`src/rtl/lane_reg_file_pkg.sv`:
```
// lane_reg_file_pkg: shared types and lane-slicing helper for the lane register file
package lane_reg_file_pkg;

  typedef enum logic {
    IDLE,
    CLEAR
  } clr_state_e;

  function automatic int lane_lsb(input int lane, input int data_width);
    return lane * data_width;
  endfunction

endpackage

```
`src/rtl/rf_clear_seq.sv`:
```
// rf_clear_seq: sweeps every entry once, one per cycle, and reports busy/done
module rf_clear_seq
  import lane_reg_file_pkg::*;
#(
  parameter int ADDR_WIDTH = 2
) (
  input  logic                  clk,
  input  logic                  reset_n,
  input  logic                  clr_req,
  output logic                  clr_busy,
  output logic                  clr_done,
  output logic                  clr_en,
  output logic [ADDR_WIDTH-1:0] clr_addr
);

  localparam int DEPTH = 2 ** ADDR_WIDTH;

  clr_state_e            state_q;
  logic [ADDR_WIDTH-1:0] ptr_q;
  logic                  busy_q;
  logic                  done_q;

  assign clr_busy = busy_q;
  assign clr_done = done_q;
  assign clr_en   = state_q == CLEAR;
  assign clr_addr = ptr_q;

  // Sweep FSM: requests are only honoured from IDLE, so a sweep never restarts early
  always_ff @(posedge clk or negedge reset_n) begin
    if (!reset_n) begin
      state_q <= IDLE;
      ptr_q   <= '0;
      busy_q  <= 1'b0;
      done_q  <= 1'b0;
    end else if (state_q == IDLE) begin
      done_q <= 1'b0;
      if (clr_req) begin
        state_q <= CLEAR;
        ptr_q   <= '0;
        busy_q  <= 1'b1;
      end
    end else if (ptr_q == ADDR_WIDTH'(DEPTH - 1)) begin
      state_q <= IDLE;
      ptr_q   <= '0;
      busy_q  <= 1'b0;
      done_q  <= 1'b1;
    end else begin
      ptr_q <= ptr_q + ADDR_WIDTH'(1);
    end
  end

endmodule

```
`src/rtl/lane_reg_file.sv`:
```
// lane_reg_file: multi-lane register file with masked writes, lane-select reads and a clear sweep
module lane_reg_file
  import lane_reg_file_pkg::*;
#(
  parameter int DATA_WIDTH = 8,
  parameter int LANES      = 2,
  parameter int ADDR_WIDTH = 2,
  parameter int RD_PORTS   = 2,
  parameter int BYPASS     = 0,
  localparam int LANE_W    = LANES > 1 ? $clog2(LANES) : 1
) (
  input  logic                           clk,
  input  logic                           reset_n,
  input  logic                           w_en,
  input  logic [ADDR_WIDTH-1:0]          w_addr,
  input  logic [LANES-1:0]               w_lane_mask,
  input  logic [LANES*DATA_WIDTH-1:0]    w_data,
  output logic                           w_ready,
  input  logic [RD_PORTS*ADDR_WIDTH-1:0] r_addr,
  input  logic [RD_PORTS*LANE_W-1:0]     r_lane,
  output logic [RD_PORTS*DATA_WIDTH-1:0] r_data,
  input  logic                           clr_req,
  output logic                           clr_busy,
  output logic                           clr_done
);

  localparam int DEPTH  = 2 ** ADDR_WIDTH;
  localparam int WORD_W = LANES * DATA_WIDTH;

  logic [WORD_W-1:0]     mem_q [DEPTH];
  logic [WORD_W-1:0]     word_d;
  logic                  clr_en;
  logic [ADDR_WIDTH-1:0] clr_addr;
  logic                  w_fire;

  rf_clear_seq #(
    .ADDR_WIDTH(ADDR_WIDTH)
  ) u_clear_seq (
    .clk     (clk),
    .reset_n (reset_n),
    .clr_req (clr_req),
    .clr_busy(clr_busy),
    .clr_done(clr_done),
    .clr_en  (clr_en),
    .clr_addr(clr_addr)
  );

  // Writes are refused, not queued, while the sweep owns the array
  assign w_ready = !clr_busy;
  assign w_fire  = w_en && w_ready;

  // Merge masked-in lanes of the incoming word over the stored entry
  always_comb begin
    word_d = mem_q[w_addr];
    for (int l = 0; l < LANES; l++)
      if (w_lane_mask[l])
        word_d[lane_lsb(l, DATA_WIDTH) +: DATA_WIDTH] = w_data[lane_lsb(l, DATA_WIDTH) +: DATA_WIDTH];
  end

  // Array storage: clear sweep and accepted writes never coincide since w_ready drops while busy
  always_ff @(posedge clk or negedge reset_n) begin
    if (!reset_n) begin
      for (int i = 0; i < DEPTH; i++) mem_q[i] <= '0;
    end else if (clr_en) begin
      mem_q[clr_addr] <= '0;
    end else if (w_fire) begin
      mem_q[w_addr] <= word_d;
    end
  end

  // Lane-select read muxes; unmatched lane codes fall through to zero, optional write forwarding
  always_comb begin
    r_data = '0;
    for (int p = 0; p < RD_PORTS; p++)
      for (int l = 0; l < LANES; l++)
        if (r_lane[p*LANE_W +: LANE_W] == LANE_W'(l))
          r_data[p*DATA_WIDTH +: DATA_WIDTH] =
            (BYPASS != 0 && w_fire && w_addr == r_addr[p*ADDR_WIDTH +: ADDR_WIDTH] && w_lane_mask[l])
              ? w_data[lane_lsb(l, DATA_WIDTH) +: DATA_WIDTH]
              : mem_q[r_addr[p*ADDR_WIDTH +: ADDR_WIDTH]][lane_lsb(l, DATA_WIDTH) +: DATA_WIDTH];
  end

endmodule

```
`config.mk`:
```
export PLATFORM = sky130hd
export DESIGN_NAME = lane_reg_file
export DESIGN_NICKNAME = d
export VERILOG_FILES = /design/src/rtl/lane_reg_file_pkg.sv /design/src/rtl/rf_clear_seq.sv /design/src/rtl/lane_reg_file.sv
export SDC_FILE = /design/constraint.sdc
export NUM_CORES = 1
export LEC_CHECK = 0
export ABC_CLOCK_PERIOD_IN_PS = 5000
export CAP_MARGIN = 15
export CORE_ASPECT_RATIO = 1.75
export CORE_MARGIN = 5
export CORE_UTILIZATION = 61
export DETAILED_ROUTE_END_ITERATION = 8
export PLACE_DENSITY = 0.95
export SETUP_SLACK_MARGIN = 0.5
export SLEW_MARGIN = 5
export SYNTH_ARGS = -nofsm -noshare
export SYNTH_HDL_FRONTEND = slang
export SYNTH_SLANG_ARGS = --single-unit
```
`constraint.sdc`:
```
create_clock -name clk -period 5 [get_ports clk]
set_input_delay 0.75 -clock clk [delete_from_list [all_inputs] [get_ports clk]]
set_output_delay 0.75 -clock clk [all_outputs]
set_load 0.03 [all_outputs]
```
==> flow_metrics.py <==
metrics = {
    "outcome": {
        "status": "completed",
    },
    "timing": {
        "timing.fmax_mhz": 257.3,
        "slew_headroom_pct": 31.80,
        "period_minus_slack_ns": 3.887,
        "tns_ns": 0,
        "fin_crit_sh_pct": 77.74,
        "hold_viol": 0,
        "drv_slew": 0,
        "fin_skew_ns": 0.005970,
        "worstMarginPinSlew_ns": 1.021,
        "finalSetupViolCount": 0,
        "rsz0062_at_grt": "false",
    },
    "setup_path": {
        "crit_family": "buffers and inverters",
        "cpMaxStageDelayCell": "clkdlybuf4s50_1",
        "cp_max_fo": 16,
        "path_cells": "clkdlybuf4s50_1 > mux4_2 > mux2_2 > clkdlybuf4s50_1",
        "setup.worst_path.end_class": "primary output",
        "cp_slowest_stage_delay_ns": 1.06,
        "start_kind": "input pin",
        "critPathArrivalTime_ns": 3.14,
        "path_common_cell": "clkdlybuf4s50_1",
        "timing_worst_setup_path_type": "in2out",
        "cp_num_buf_inv": 2,
        "required_ns": 4.25,
    },
    "drt": {
        "vias": 3331,
        "postRouteAntennaNets": 0,
        "routed_wl_um": 12170,
        "first_iter_violations": 438,
        "vias_per_cell": 7.588,
        "wl_per_cell_um": 27.73,
        "drcViolationCount": 0,
        "first_pass_iters": 5,
    },
    "placed_design": {
        "globalplace.congestion": 0.8264,
        "hpwlAfterDp_um": 7840,
        "io_buffers": 48,
    },
    "floorplanning": {
        "die-area_um2": 8731,
        "die_h_um": 119.9,
        "io_pins": 49,
        "floorplan.die.width_um": 72.81,
        "num_rows": 40,
        "start_util_pct": 61.87,
        "core_um2": 6807,
    },
    "synth": {
        "synth_cell_types": 30,
        "async_reset_ff_share_pct": 100.0,
        "synth.avg_cell_area_um2": 13.24,
        "syn_area_um2": 4212,
        "ys.flop_type": "dfrtp_1",
        "synth_nets": 352,
        "synth-edff-count": 0,
        "seq_area_frac_synth_pct": 41.00,
        "netlist_instances": 318,
        "synth_seq_cells": 69,
        "yosys_warnings": 0,
    },
    "clock_tree": {
        "clock-sinks": 69,
        "cts_hold_repair.buffers": 0,
        "tritoncts": "done",
        "h-tree-depth": 3,
        "clk-insertion-delay-late_ns": 0.33,
        "ctsLongestPathBuffers": 2,
        "path_clk_slew_ns": 0.05,
        "cts_resized": 0,
        "cts_setup_buffers": 0,
        "root_buffer": "clkbuf_16",
        "cts_made_buffers": 9,
    },
    "grt": {
        "grt_max_degree": 70,
        "antenna_found_initial": 0,
        "track_usage_pct": 29.72,
        "grt_overflow": 0,
        "grt_pass1_wl_um": 19270,
        "grt_pass1_vias": 3617,
    },
    "pwr": {
        "p_per_area_nw_per_um2": 428.4,
        "peakVddDrop_mv": 0.4016,
        "leakage_uw": 0.002182,
    },
    "cells_and_area": {
        "drive_gt1_share_pct": 20.56,
        "final_util_pct": 72.28,
        "diodes": 0,
        "area_growth_syn_to_layout_pct": 16.82,
        "layout.nets": 385,
        "fillers": 456,
    },
    "worst_hold_path": {
        "min-delay-path-class": "reg2reg",
    },
    "run": {
        "drv_cap": 0,
    },
}
[worst paths after layout]
| path | end | startpoint | cells after the start | slack (ns) |
|---|---|---|---|---|
| min in group asynchronous | u_clear_seq.clr_busy$_DFFE_PN0P_ | reset_n | 2 | 0.61 |
| setup reg to reg | mem_q[55]$_DFFE_PN0P_ | u_clear_seq.clr_en$_DFF_PN0_ | 3 | 2.76 |
| hold / removal | u_clear_seq.clr_done$_DFFE_PN0P_ | u_clear_seq.clr_done$_DFFE_PN0P_ | 2 | 0.51 |
| setup / recovery | r_data[5] | r_addr[1] | 4 | 1.11 |
| max in group asynchronous | mem_q[20]$_DFFE_PN0P_ | reset_n | 2 | 3.80 |
| hold reg to reg | u_clear_seq.clr_done$_DFFE_PN0P_ | u_clear_seq.clr_done$_DFFE_PN0P_ | 2 | 0.51 |
[per-layer routing]
layer | wire length [um] | vias up | GRT usage, % | share of wire (%)
met5 | 0 | - | 0 | 0
met4 | 713 | 0 | 20.90 | 5.9
li1 | - | 1347 | - | -
met2 | 6177 | 270 | 45.70 | 51
met1 | 4140 | 1658 | 35.92 | 34
met3 | 1142 | 56 | 7.125 | 9.4
[stage by stage]
stage,power (uW),setup WS (ns),hold slack [ns],cell area (um^2),std cells
3_3_place_gp,1463,1.191,0.4859,4641,424
4_1_cts,2101,1.139,0.5133,4920,439
2_1_floorplan,1279,2.108,0.4544,4212,318
5_1_grt,2193,1.031,0.5670,4920,439
3_5_place_dp,1499,1.136,0.4971,4641,424
6_report,2108,1.113,0.5125,4920,439
[sequential cells by signal, summed over array words and instances (netlist names)]
register and cells:
u_clear_seq.clr_busy 1, mem_q 64, u_clear_seq.clr_done 1, u_clear_seq.clr_addr 2, u_clear_seq.clr_en 1
[cell families after synthesis]
logic type / after synthesis / share of synthesized area [%]
AOI/OAI and AO/OA: 87 / 18.57
buffers and inverters: 46 / 5.615
DFF: 69 / 41.00
and+or+nand+nor: 31 / 4.397
muxes: 81 / 29.23
adders and majority gates: 4 / 1.188
[area by class of cell]
cell class / count / area [um^2] / share of cell area [%]
clock inverter: 1 / 5.005 / 0.1017
sequential: 69 / 1727 / 35.10
clock buffer: 14 / 274.0 / 5.570
multi-input combinational: 203 / 2248 / 45.70
tap: 84 / 105.1 / 2.136
inverter: 16 / 60.06 / 1.221
timing repair buffer: 52 / 500.5 / 10.17
[power breakdown]
part / switching (uW) / total (uW) / internal (uW) / leakage [uW]
Sequential: 137 / 807 / 670 / 0.000944
Combinational: 387 / 709 / 322 / 0.00110
Clock: 219 / 592 / 373 / 0.000139
Total: 743 / 2110 / 1360 / 0.00218
[worst reg2reg max path, delay by kind of cell (launching register included)]
kind / cells / cell delay (ns)
AO/OA/AOI/OAI: 1 / 0.29
flip-flops: 1 / 0.48
AND/OR/NAND/NOR: 2 / 1.41
[layout by cell type, fill, tap and decap left out, drive strengths merged, types with 4 or more instances in the layout]
cell type / count
a32o: 16
nor2: 6
mux2: 16
buf: 6
nand2: 11
mux2i: 33
a21oi: 6
a22o: 48
inv: 16
a222oi: 9
nor2b: 8
dfrtp: 69
clkbuf: 14
ha: 4
clkdlybuf4s50: 46
mux4: 32
[Yosys cell counts (all sizes together), types with 8 or more instances]
cell	n	share of area, %
nand2	11	0.98
inv	16	1.4
mux2	16	4.3
mux4	32	17
dfrtp	69	41
nor2b	8	1.2
buf	25	3.7
mux2i	33	7.8
a222oi	9	2.1
a22o	48	10
a32o	16	3.8
(Power assumes the default switching activity.)
